**config.mk**
```make
export PLATFORM = sky130hd
export DESIGN_NAME = vmem_wr_arb
export DESIGN_NICKNAME = d
export VERILOG_FILES = /design/src/rtl/vmem_pkg.sv /design/src/rtl/vmem_wr_fifo.sv /design/src/rtl/vmem_wr_arb.sv
export SDC_FILE = /design/constraint.sdc
export NUM_CORES = 1
export LEC_CHECK = 0
export CELL_PAD_IN_SITES_DETAIL_PLACEMENT = 2
export CELL_PAD_IN_SITES_GLOBAL_PLACEMENT = 2
export CORE_ASPECT_RATIO = 0.75
export CORE_UTILIZATION = 46
export DETAILED_ROUTE_END_ITERATION = 6
export PLACE_DENSITY_LB_ADDON = 0.1
export RECOVER_POWER = 50
export SLEW_MARGIN = 25
export SYNTH_ARGS = -nofsm -noshare
export SYNTH_HDL_FRONTEND = slang
export SYNTH_SLANG_ARGS = --single-unit
```
**constraint.sdc**
```tcl
create_clock -name i_clk -period 4.1 [get_ports i_clk]
set_input_delay 0.615 -clock i_clk [delete_from_list [all_inputs] [get_ports i_clk]]
set_output_delay 0.615 -clock i_clk [all_outputs]
set_load 0.005 [all_outputs]
```
**src/rtl/vmem_pkg.sv**
```systemverilog
// Shared types for the video-memory write buffer and SRAM arbiter.
// State encoding, FIFO entry layout and SRAM word width.
package vmem_pkg;

  localparam int ADDR_W = 16;
  localparam int DATA_W = 8;
  localparam int SRAM_W = 16;

  typedef enum logic [2:0] {
    IDLE,
    WR_SETUP,
    WR_PULSE,
    RD_ADDR,
    RD_CAPT
  } state_t;

  typedef struct packed {
    logic [ADDR_W-1:0] addr;
    logic [DATA_W-1:0] data;
    logic              up_n;
    logic              lo_n;
  } entry_t;

endpackage

```
**src/rtl/vmem_wr_fifo.sv**
```systemverilog
// Synchronous write-request FIFO; head entry is shown on dout.
// Push is ignored when full, pop is ignored when empty.
module vmem_wr_fifo
  import vmem_pkg::*;
#(
  parameter int DEPTH = 16,
  localparam int AW = $clog2(DEPTH)
) (
  input  logic        clk,
  input  logic        rst_n,
  input  logic        push,
  input  logic        pop,
  input  entry_t      din,
  output entry_t      dout,
  output logic [AW:0] level,
  output logic        full,
  output logic        empty
);

  entry_t        mem [DEPTH];
  logic [AW-1:0] wr_ptr;
  logic [AW-1:0] rd_ptr;
  logic          do_push;
  logic          do_pop;

  assign full    = (level == (AW+1)'(DEPTH));
  assign empty   = (level == '0);
  assign do_push = push && !full;
  assign do_pop  = pop && !empty;
  assign dout    = mem[rd_ptr];

  always_ff @(posedge clk) begin
    if (do_push) mem[wr_ptr] <= din;
  end

  always_ff @(posedge clk or negedge rst_n) begin
    if (!rst_n) begin
      wr_ptr <= '0;
      rd_ptr <= '0;
      level  <= '0;
    end else begin
      if (do_push) wr_ptr <= wr_ptr + AW'(1);
      if (do_pop)  rd_ptr <= rd_ptr + AW'(1);
      level <= level + (AW+1)'(do_push) - (AW+1)'(do_pop);
    end
  end

endmodule

```
**src/rtl/vmem_wr_arb.sv**
```systemverilog
// Video-memory write buffer + SRAM arbiter, fair read/write interleave.
// Define VMEM_WR_ARB_OVF_EN to build the sticky overflow flag.
module vmem_wr_arb
  import vmem_pkg::*;
#(
  parameter int DEPTH     = 16,
  parameter int AFULL_LVL = 12
) (
  input  logic        i_clk,
  input  logic        i_reset_n,
  input  logic        i_wr_n,
  input  logic [15:0] i_addr,
  input  logic        i_vmem_up_n,
  input  logic        i_vmem_lo_n,
  input  logic [7:0]  i_vmem_data,
  output logic        o_afull,
  output logic        o_ovf,
  input  logic        i_rd_req,
  input  logic [15:0] i_rd_addr,
  output logic        o_rd_ack,
  output logic        o_rd_valid,
  output logic [15:0] o_rd_data,
  output logic [15:0] o_sram_addr,
  output logic [15:0] o_sram_dq,
  output logic        o_sram_dq_oe,
  input  logic [15:0] i_sram_dq,
  output logic        o_sram_we_n,
  output logic        o_sram_oe_n,
  output logic        o_sram_ub_n,
  output logic        o_sram_lb_n
);

  localparam int LW = $clog2(DEPTH) + 1;

  state_t            state;
  state_t            state_nx;
  entry_t            din;
  entry_t            head;
  logic              push;
  logic              pop;
  logic              full;
  logic              empty;
  logic [LW-1:0]     level;
  logic              wr_turn;
  logic              turn_nx;
  logic [ADDR_W-1:0] addr_nx;
  logic [SRAM_W-1:0] dq_nx;
  logic [SRAM_W-1:0] rdata_nx;
  logic              dq_oe_nx;
  logic              we_nx;
  logic              oe_nx;
  logic              ub_nx;
  logic              lb_nx;
  logic              ack_nx;
  logic              vld_nx;

  // A request with both lanes disabled carries nothing to write.
  assign push = !i_wr_n && !(i_vmem_up_n && i_vmem_lo_n);
  assign din  = {i_addr, i_vmem_data, i_vmem_up_n, i_vmem_lo_n};

  vmem_wr_fifo #(
    .DEPTH(DEPTH)
  ) u_fifo (
    .clk   (i_clk),
    .rst_n (i_reset_n),
    .push  (push),
    .pop   (pop),
    .din   (din),
    .dout  (head),
    .level (level),
    .full  (full),
    .empty (empty)
  );

  assign o_afull = (level >= LW'(AFULL_LVL));

`ifdef VMEM_WR_ARB_OVF_EN
  logic ovf;

  always_ff @(posedge i_clk or negedge i_reset_n) begin
    if (!i_reset_n)
      ovf <= 1'b0;
    else if (push && full)
      ovf <= 1'b1;
  end

  assign o_ovf = ovf;
`else
  logic unused_full;

  assign unused_full = full;
  assign o_ovf       = 1'b0;
`endif

  always_ff @(posedge i_clk or negedge i_reset_n) begin
    if (!i_reset_n) begin
      state        <= IDLE;
      wr_turn      <= 1'b0;
      o_sram_addr  <= '0;
      o_sram_dq    <= '0;
      o_sram_dq_oe <= 1'b0;
      o_sram_we_n  <= 1'b1;
      o_sram_oe_n  <= 1'b1;
      o_sram_ub_n  <= 1'b1;
      o_sram_lb_n  <= 1'b1;
      o_rd_ack     <= 1'b0;
      o_rd_valid   <= 1'b0;
      o_rd_data    <= '0;
    end else begin
      state        <= state_nx;
      wr_turn      <= turn_nx;
      o_sram_addr  <= addr_nx;
      o_sram_dq    <= dq_nx;
      o_sram_dq_oe <= dq_oe_nx;
      o_sram_we_n  <= we_nx;
      o_sram_oe_n  <= oe_nx;
      o_sram_ub_n  <= ub_nx;
      o_sram_lb_n  <= lb_nx;
      o_rd_ack     <= ack_nx;
      o_rd_valid   <= vld_nx;
      o_rd_data    <= rdata_nx;
    end
  end

  always_comb begin
    state_nx = state;
    pop      = 1'b0;
    unique case (state)
      IDLE: begin
        if (!empty && (wr_turn || !i_rd_req)) begin
          state_nx = WR_SETUP;
          pop      = 1'b1;
        end else if (i_rd_req) begin
          state_nx = RD_ADDR;
        end
      end
      WR_SETUP: state_nx = WR_PULSE;
      WR_PULSE: state_nx = IDLE;
      RD_ADDR:  state_nx = RD_CAPT;
      RD_CAPT:  state_nx = IDLE;
      default:  state_nx = IDLE;
    endcase
  end

  // Next values of the registered SRAM pins, keyed on the current state.
  always_comb begin
    addr_nx  = o_sram_addr;
    dq_nx    = o_sram_dq;
    dq_oe_nx = o_sram_dq_oe;
    we_nx    = 1'b1;
    oe_nx    = 1'b1;
    ub_nx    = o_sram_ub_n;
    lb_nx    = o_sram_lb_n;
    ack_nx   = 1'b0;
    vld_nx   = 1'b0;
    rdata_nx = o_rd_data;
    turn_nx  = wr_turn;
    unique case (state)
      IDLE: begin
        if (pop) begin
          addr_nx  = head.addr;
          dq_nx    = {head.data, head.data};
          dq_oe_nx = 1'b1;
          ub_nx    = head.up_n;
          lb_nx    = head.lo_n;
        end else if (state_nx == RD_ADDR) begin
          addr_nx  = i_rd_addr;
          dq_oe_nx = 1'b0;
          oe_nx    = 1'b0;
          ub_nx    = 1'b0;
          lb_nx    = 1'b0;
          ack_nx   = 1'b1;
        end
      end
      WR_SETUP: we_nx = 1'b0;
      WR_PULSE: begin
        dq_oe_nx = 1'b0;
        ub_nx    = 1'b1;
        lb_nx    = 1'b1;
        turn_nx  = 1'b0;
      end
      RD_ADDR: oe_nx = 1'b0;
      RD_CAPT: begin
        rdata_nx = i_sram_dq;
        vld_nx   = 1'b1;
        ub_nx    = 1'b1;
        lb_nx    = 1'b1;
        turn_nx  = 1'b1;
      end
      default: ;
    endcase
  end

endmodule
```
==> impl_metrics.py, run 1 <==
metrics = {
    "status": {
        "status": "complete, but fails checks",
        "violations": "max-capacitance violations, max-slew violations",
    },
    "global_route": {
        "grt_pass1_vias": 10500,
        "grt_use_total_pct": 25.5,
        "grt_max_degree": 46,
        "globalRouteOverflowTotal": 0,
        "grt_pass1_wl_um": 75200,
        "antenna_found_initial": 0,
    },
    "floorplan": {
        "dieArea_mm2": 0.0416,
        "start_util_pct": 47.0,
        "fp.dieH_um": 177,
        "ioPinCount": 119,
        "core-area_mm2": 0.0399,
        "die_w_um": 235,
        "rows": 63,
    },
    "timing": {
        "finalHoldViolations": 0,
        "max-slew-margin-rel_pct": -72.2,
        "final-setup-viol-count": 0,
        "fin_tns_setup_ps": 0,
        "worst_slack_ps": 768,
        "finClkSkew_ps": 19.4,
        "period_needed_ps": 3330,
        "worstMarginPinSlew_ps": 2580,
        "hold_slack_ps": 505,
        "rsz0062_at_grt": "no",
        "min_period_over_period_pct": 81.3,
        "slew_violations": 43,
        "fmax_ghz": 0.300,
    },
    "route": {
        "wl_met1_um": 22500,
        "wl_met3_um": 2330,
        "wl_per_cell_um": 31.9,
        "via_per_inst": 5.99,
        "drt_iter0_markers": 785,
        "drtPass1Iterations": 5,
        "drtAntennaViolNets": 0,
        "highest_layer": "met4",
        "wl_met2_um": 25900,
        "drc": 0,
        "vias": 9687,
        "routed_wl_um": 51700,
    },
    "critical_path": {
        "critPathKind": "reg2reg",
        "cp.required_ps": 4580,
        "critical_path.max_fanout": 11,
        "start_kind": "flip-flop",
        "endpoint_kind": "flip-flop",
        "cp_num_buf_inv": 6,
        "arrival_ps": 3810,
        "critPathTopFamily": "adder cells",
        "worstPathCellList": "inv_1 -> ha_1 -> or4b_2 -> nand3_1 -> buf_4 -> inv_1 -> ha_1 -> inv_1 -> ha_1 -> inv_1 -> fa_1 -> inv_1 -> a21oi_1 -> o21bai_1 -> xor2_1",
        "cp_common_cell": "inv_1",
        "cp_slowest_cell": "or4b_2",
        "max_stage_delay_ps": 650,
    },
    "place": {
        "dp_hpwl_um": 31700,
        "preCtsSetupSlack_ps": 756,
        "port_buffers": 117,
        "dp_cells": 1534,
        "gp_congestion": 0.742,
    },
    "clocking": {
        "root_buffer": "clkbuf_16",
        "cts_hold_buf": 0,
        "clock_latency_ps": 570,
        "cts.sinks": 480,
        "htreeDepth": 2,
        "numCtsBuffers": 46,
        "clockBufferDepth": 3,
        "post_cts_buffers": 0,
        "clk_pin_slew_ps": 60,
        "cts_tree": "yes",
        "ctsResizeCount": 0,
    },
    "yosys": {
        "synth.cell_area_mm2": 0.0188,
        "synth_fp_nets": 996,
        "synth_cell_type_count": 44,
        "synthCells": 920,
        "synth_warnings": 0,
        "synthTopCellsByArea": "edfxtp_1, mux4_2, dfrtp_1",
        "synth_top_area_share_pct": 66.6,
        "yosysSeqAreaShare_pct": 75.2,
        "ys_ff_latch": 480,
        "syn-mean-instance-area_um2": 20.4,
        "synth_edf_count": 416,
        "yosysTopAreaCell": "edfxtp_1",
        "synth-main-ff-cell": "edfxtp_1",
        "ys_async_sr_fraction_pct": 13.3,
    },
    "finish": {
        "num-nets-final": 1138,
        "final_common_cell": "edfxtp_1",
        "drive_above_1_share_pct": 20.4,
        "n_antenna_cell": 0,
        "stdcell_count": 1618,
        "mostFrequentLayoutCells": "edfxtp_1, clkdlybuf4s50_1, mux4_2",
        "areaGrowthSynthToFinish_pct": 17.7,
    },
    "power": {
        "leakagePower_nw": 7.52,
        "p_switching_w": 0.00477,
        "p_int_w": 0.0105,
        "combPwrFrac_pct": 30.7,
        "ir_worst_vdd_uv": 451,
        "p_seq_share_pct": 42.9,
        "swShare_pct": 31.2,
        "power_density_mw_per_mm2": 693,
        "clock_power_share_pct": 26.3,
    },
    "run": {
        "drv_cap": 1,
    },
    "worst_hold_path": {
        "worst_hold_path_type": "reg2reg",
    },
}
routing by layer:
metal | GRT usage [%] | vias to the layer above
met5 | 0 | -
met4 | 5.84 | 0
met3 | 3.73 | 78
met2 | 43.2 | 313
met1 | 35.3 | 5264
li1 | - | 4032
worst reg2reg max path, stage by stage (launching register included):
cell and delay [ps]:
dfrtp_1 420, inv_1 100, ha_1 200, or4b_2 650
nand3_1 110, buf_4 230, inv_1 100, ha_1 280
inv_1 70, ha_1 160, inv_1 60, fa_1 420
inv_1 80, a21oi_1 60, o21bai_1 170, xor2_1 160
path summary, 6_finish.rpt:
kind	start	endpoint	slack (ps)	cells past startpoint
hold / removal	o_rd_data[4]$_DFFE_PN0P_	o_rd_data[4]$_DFFE_PN0P_	510	1
setup reg to reg	u_fifo.level[2]$_DFF_PN0_	u_fifo.level[4]$_DFF_PN0_	770	15
max in group asynchronous	i_reset_n	u_fifo.rd_ptr[3]$_DFFE_PN0P_	1330	2
hold reg to reg	o_rd_data[4]$_DFFE_PN0P_	o_rd_data[4]$_DFFE_PN0P_	510	1
min in group asynchronous	i_reset_n	o_sram_dq[8]$_DFFE_PN0P_	860	1
setup / recovery	u_fifo.level[2]$_DFF_PN0_	u_fifo.level[4]$_DFF_PN0_	770	15
final cells by class:
class	count	area, um^2
Clock buffer	65	1280
Clock inverter	19	97.6
Fill cell	3328	17800
Inverter	17	63.8
Multi-Input combinational cell	366	4290
Sequential cell	480	14100
Tap cell	520	651
Timing Repair Buffer	151	1580
cell usage after synthesis (2+ instances only):
cell	instances
a21boi_0	2
buf_2	23
nand2_1	33
a21o_1	2
mux2i_1	32
dfstp_2	4
o21ai_0	7
nor3_1	2
xnor2_1	6
and3_1	10
a221o_1	2
a21oi_1	36
mux2_2	34
mux4_2	71
a2bb2oi_1	16
and2_1	10
edfxtp_1	416
clkbuf_1	15
buf_6	4
xor2_1	3
nand2b_1	2
mux4_1	25
inv_1	16
dfrtp_1	60
ha_1	13
nor2_1	10
o22ai_1	20
buf_4	14
a22oi_1	16
nor2b_1	2
state kept, by name, indices dropped and copies added, names as in the netlist:
register	cells
u_fifo.level	5
state	3
o_rd_ack	1
o_sram_dq_oe	1
o_sram_addr	16
u_fifo.mem	416
o_rd_valid	1
o_sram_dq	8
u_fifo.wr_ptr	4
u_fifo.rd_ptr	4
o_sram_we_n	1
o_sram_oe_n	1
wr_turn	1
o_sram_lb_n	1
o_sram_ub_n	1
o_rd_data	16
power groups by stage:
stage               Combinational (W)  Clock (W)  Sequential, W
floorplan                     0.00306          0        0.00630
global placement              0.00455          0        0.00660
detailed placement            0.00473          0        0.00666
CTS                           0.00479    0.00411        0.00658
global route                  0.00504    0.00425        0.00664
finish                        0.00470    0.00402        0.00657
kinds of logic (layout without fill, tap and decap cells):
family                     Yosys count  after routing  synth area share (%)
AOI/OAI and AO/OA                  106            106                  3.67
xor gates and xnor gates             9              9                 0.420
adders and majority gates           14             14                 0.974
buffers and inverters               74            252                  2.07
DFF                                480            480                  75.2
muxes                              162            162                  15.8
other                                1              1                0.0200
and+or+nand+nor                     74             74                  1.91
stage by stage:
step | area (um^2) | total power, W | util, %
6_report | 22100 | 0.0153 | 55.3
5_1_grt | 22100 | 0.0159 | 55.3
4_1_cts | 22100 | 0.0155 | 55.4
3_5_place_dp | 20700 | 0.0114 | 51.9
3_3_place_gp | 20700 | 0.0111 | 51.9
2_1_floorplan | 18800 | 0.00937 | -
No activity file was read; power rests on OpenSTA's default activity.
==> run 2, diff against run 1 <==
Clock period 4.1 ns to 3.25 ns, I/O delays scaled along.
==> run 2 against run 1 <==
Net effect:
- the run still ends with max-capacitance violations, max-slew violations left
- non-clock buffer count is 10 higher
- cell count is 0.93% higher
- flip-flop and latch count stayed put
- global-route usage is 0.57 points higher
- sequential share of layout area is 0.76 points lower
- critical endpoint unchanged
- clock power is 36% higher
- count of clock-buffer cells in the layout is 10 higher
- via count is 1.2% higher
- sequential power is 26% higher
- design area is 1.2% higher
==> impl_metrics.py, run 2 (synthesized netlist as in run 1, its figures left out) <==
metrics = {
    "status": {
        "status": "complete, but fails checks",
        "violations": "max-capacitance violations, max-slew violations",
    },
    "finish": {
        "drive_above_1_share_pct": 21.1,
        "largestRegisters": "u_fifo.mem x416, o_rd_data x16, o_sram_addr x16",
        "largest_reg_flops": 416,
        "top_register": "u_fifo.mem",
        "final_common_cell": "edfxtp_1",
        "areaGrowthSynthToFinish_pct": 19.1,
        "utilization_pct": 56.0,
        "num-nets-final": 1149,
        "stdcell_count": 1633,
        "mostFrequentLayoutCells": "edfxtp_1, clkdlybuf4s50_1, mux4_2",
    },
    "clocking": {
        "cts_hold_buf": 0,
        "root_buffer": "clkbuf_16",
        "post_cts_buffers": 0,
        "htreeDepth": 2,
        "numCtsBuffers": 47,
        "clock_latency_ps": 570,
        "clk_pin_slew_ps": 60,
        "clockBufferDepth": 3,
        "cts_tree": "yes",
        "cts.sinks": 480,
    },
    "critical_path": {
        "arrival_ps": 3440,
        "cp_slowest_cell": "or4b_4",
        "critPathTopFamily": "adder cells",
        "max_stage_delay_ps": 490,
        "endpoint_kind": "flip-flop",
        "ff2ff_path_depth": 14,
        "cp_num_buf_inv": 5,
        "worstPathCellList": "inv_1 -> ha_1 -> or4b_4 -> nand3_1 -> inv_1 -> ha_1 -> inv_1 -> ha_1 -> inv_1 -> fa_1 -> inv_1 -> a21oi_1 -> o21bai_1 -> xor2_1",
        "critPathKind": "reg2reg",
        "cp_common_cell": "inv_1",
        "start_kind": "flip-flop",
        "reg2reg_from": "u_fifo.level[2]$_DFF_PN0_",
        "r2r_setup_slack_ps": 280,
        "cp.required_ps": 3720,
        "critical_path.max_fanout": 4,
        "timing.rr.end": "u_fifo.level[4]$_DFF_PN0_",
    },
    "timing": {
        "slew_violations": 65,
        "fin_tns_setup_ps": 0,
        "finalHoldViolations": 0,
        "finClkSkew_ps": 21.5,
        "worst_slack_ps": 279,
        "min_period_over_period_pct": 91.4,
        "final-setup-viol-count": 0,
        "worstMarginPinSlew_ps": 2080,
        "fmax_ghz": 0.337,
        "period_needed_ps": 2970,
        "rsz0062_at_grt": "no",
        "max-slew-margin-rel_pct": -38.8,
    },
    "place": {
        "gp_congestion": 0.740,
        "dp_hpwl_um": 31500,
        "preCtsSetupSlack_ps": 172,
        "port_buffers": 117,
        "dp_cells": 1544,
    },
    "floorplan": {
        "start_util_pct": 47.0,
        "fp.dieH_um": 177,
        "core-area_mm2": 0.0399,
        "die_w_um": 235,
        "rows": 63,
        "ioPinCount": 119,
        "dieArea_mm2": 0.0416,
    },
    "global_route": {
        "globalRouteOverflowTotal": 0,
        "grt_max_degree": 65,
        "grt_pass1_vias": 10700,
        "grt_pass1_wl_um": 76900,
        "grt_use_total_pct": 26.1,
        "antenna_found_initial": 2,
    },
    "route": {
        "drc": 0,
        "drt_iter0_markers": 850,
        "wl_per_cell_um": 32.2,
        "routed_wl_um": 52600,
        "highest_layer": "met4",
        "via_per_inst": 6.01,
        "drtPass1Iterations": 5,
        "vias": 9807,
        "wl_met2_um": 25800,
        "wl_met3_um": 2720,
        "wl_met1_um": 23000,
        "drtAntennaViolNets": 0,
    },
    "worst_hold_path": {
        "worst_hold_path_type": "in2async",
    },
    "power": {
        "leakagePower_nw": 7.65,
        "power_density_mw_per_mm2": 886,
        "power_w": 0.0198,
        "ir_worst_vdd_uv": 523,
    },
    "run": {
        "drv_cap": 1,
    },
}
==> run 2: stage by stage <==
step	instance area [um^2]	hold WS, ps
after floorplan	18800	192
after global placement	20800	480
after detailed placement	20800	492
after CTS	22300	129
after global routing	22300	518
final	22300	497
==> run 2: report_power, final <==
part | total (W) | leakage [nW] | internal [W] | switching [W]
logic | 0.00603 | 2.40 | 0.00302 | 0.00302
registers | 0.00829 | 4.50 | 0.00755 | 0.000740
clock network | 0.00547 | 0.753 | 0.00315 | 0.00232
total | 0.0198 | 7.65 | 0.0137 | 0.00608
==> run 2: repair_timing <==
| item | 4_1_cts | 5_1_grt |
|---|---|---|
| endpoints found under the hold margin | 0 | 0 |
| gates resized for setup | 0 | 1 |
| endpoints found under the setup margin | 0 | 1 |
==> run 2: worst max-delay path by stage <==
stage | cells after the start | start | end | slack [ps]
final | 14 | u_fifo.level[2]$_DFF_PN0_ | u_fifo.level[4]$_DFF_PN0_ | 280
after global routing | 14 | u_fifo.level[2]$_DFF_PN0_ | u_fifo.level[4]$_DFF_PN0_ | 40
after CTS | 14 | u_fifo.level[2]$_DFF_PN0_ | u_fifo.level[4]$_DFF_PN0_ | 100
after detailed placement | 14 | u_fifo.level[2]$_DFF_PN0_ | u_fifo.level[4]$_DFF_PN0_ | 170
after global placement | 14 | u_fifo.level[2]$_DFF_PN0_ | u_fifo.level[4]$_DFF_PN0_ | 310
after floorplan | 16 | u_fifo.level[2]$_DFF_PN0_ | u_fifo.level[4]$_DFF_PN0_ | 170
==> run 2: worst reg2reg max path, cell delays in order, from the launching register on <==
cell and delay, ps:
dfrtp_1 420, inv_1 100, ha_1 180, or4b_4 490, nand3_1 110, inv_1 60, ha_1 270, inv_1 60
ha_1 180, inv_1 70, fa_1 420, inv_1 70, a21oi_1 60, o21bai_1 200, xor2_1 180
==> run 2: area by class of cell <==
type	count	area [um^2]
diodes	2	5.00
clock buffers	75	1420
clock inverters	12	105
fillers	3310	17500
inverters	17	63.8
multi-input cells	366	4290
flip-flops and latches	480	14100
well taps	520	651
repair buffers	161	1690
==> run 2: per-layer routing <==
layer | vias to the layer above | track usage (%)
met4 | 0 | 6.66
met3 | 74 | 4.20
met1 | 5343 | 36.5
met2 | 326 | 43.2
met5 | - | 0
li1 | 4064 | -
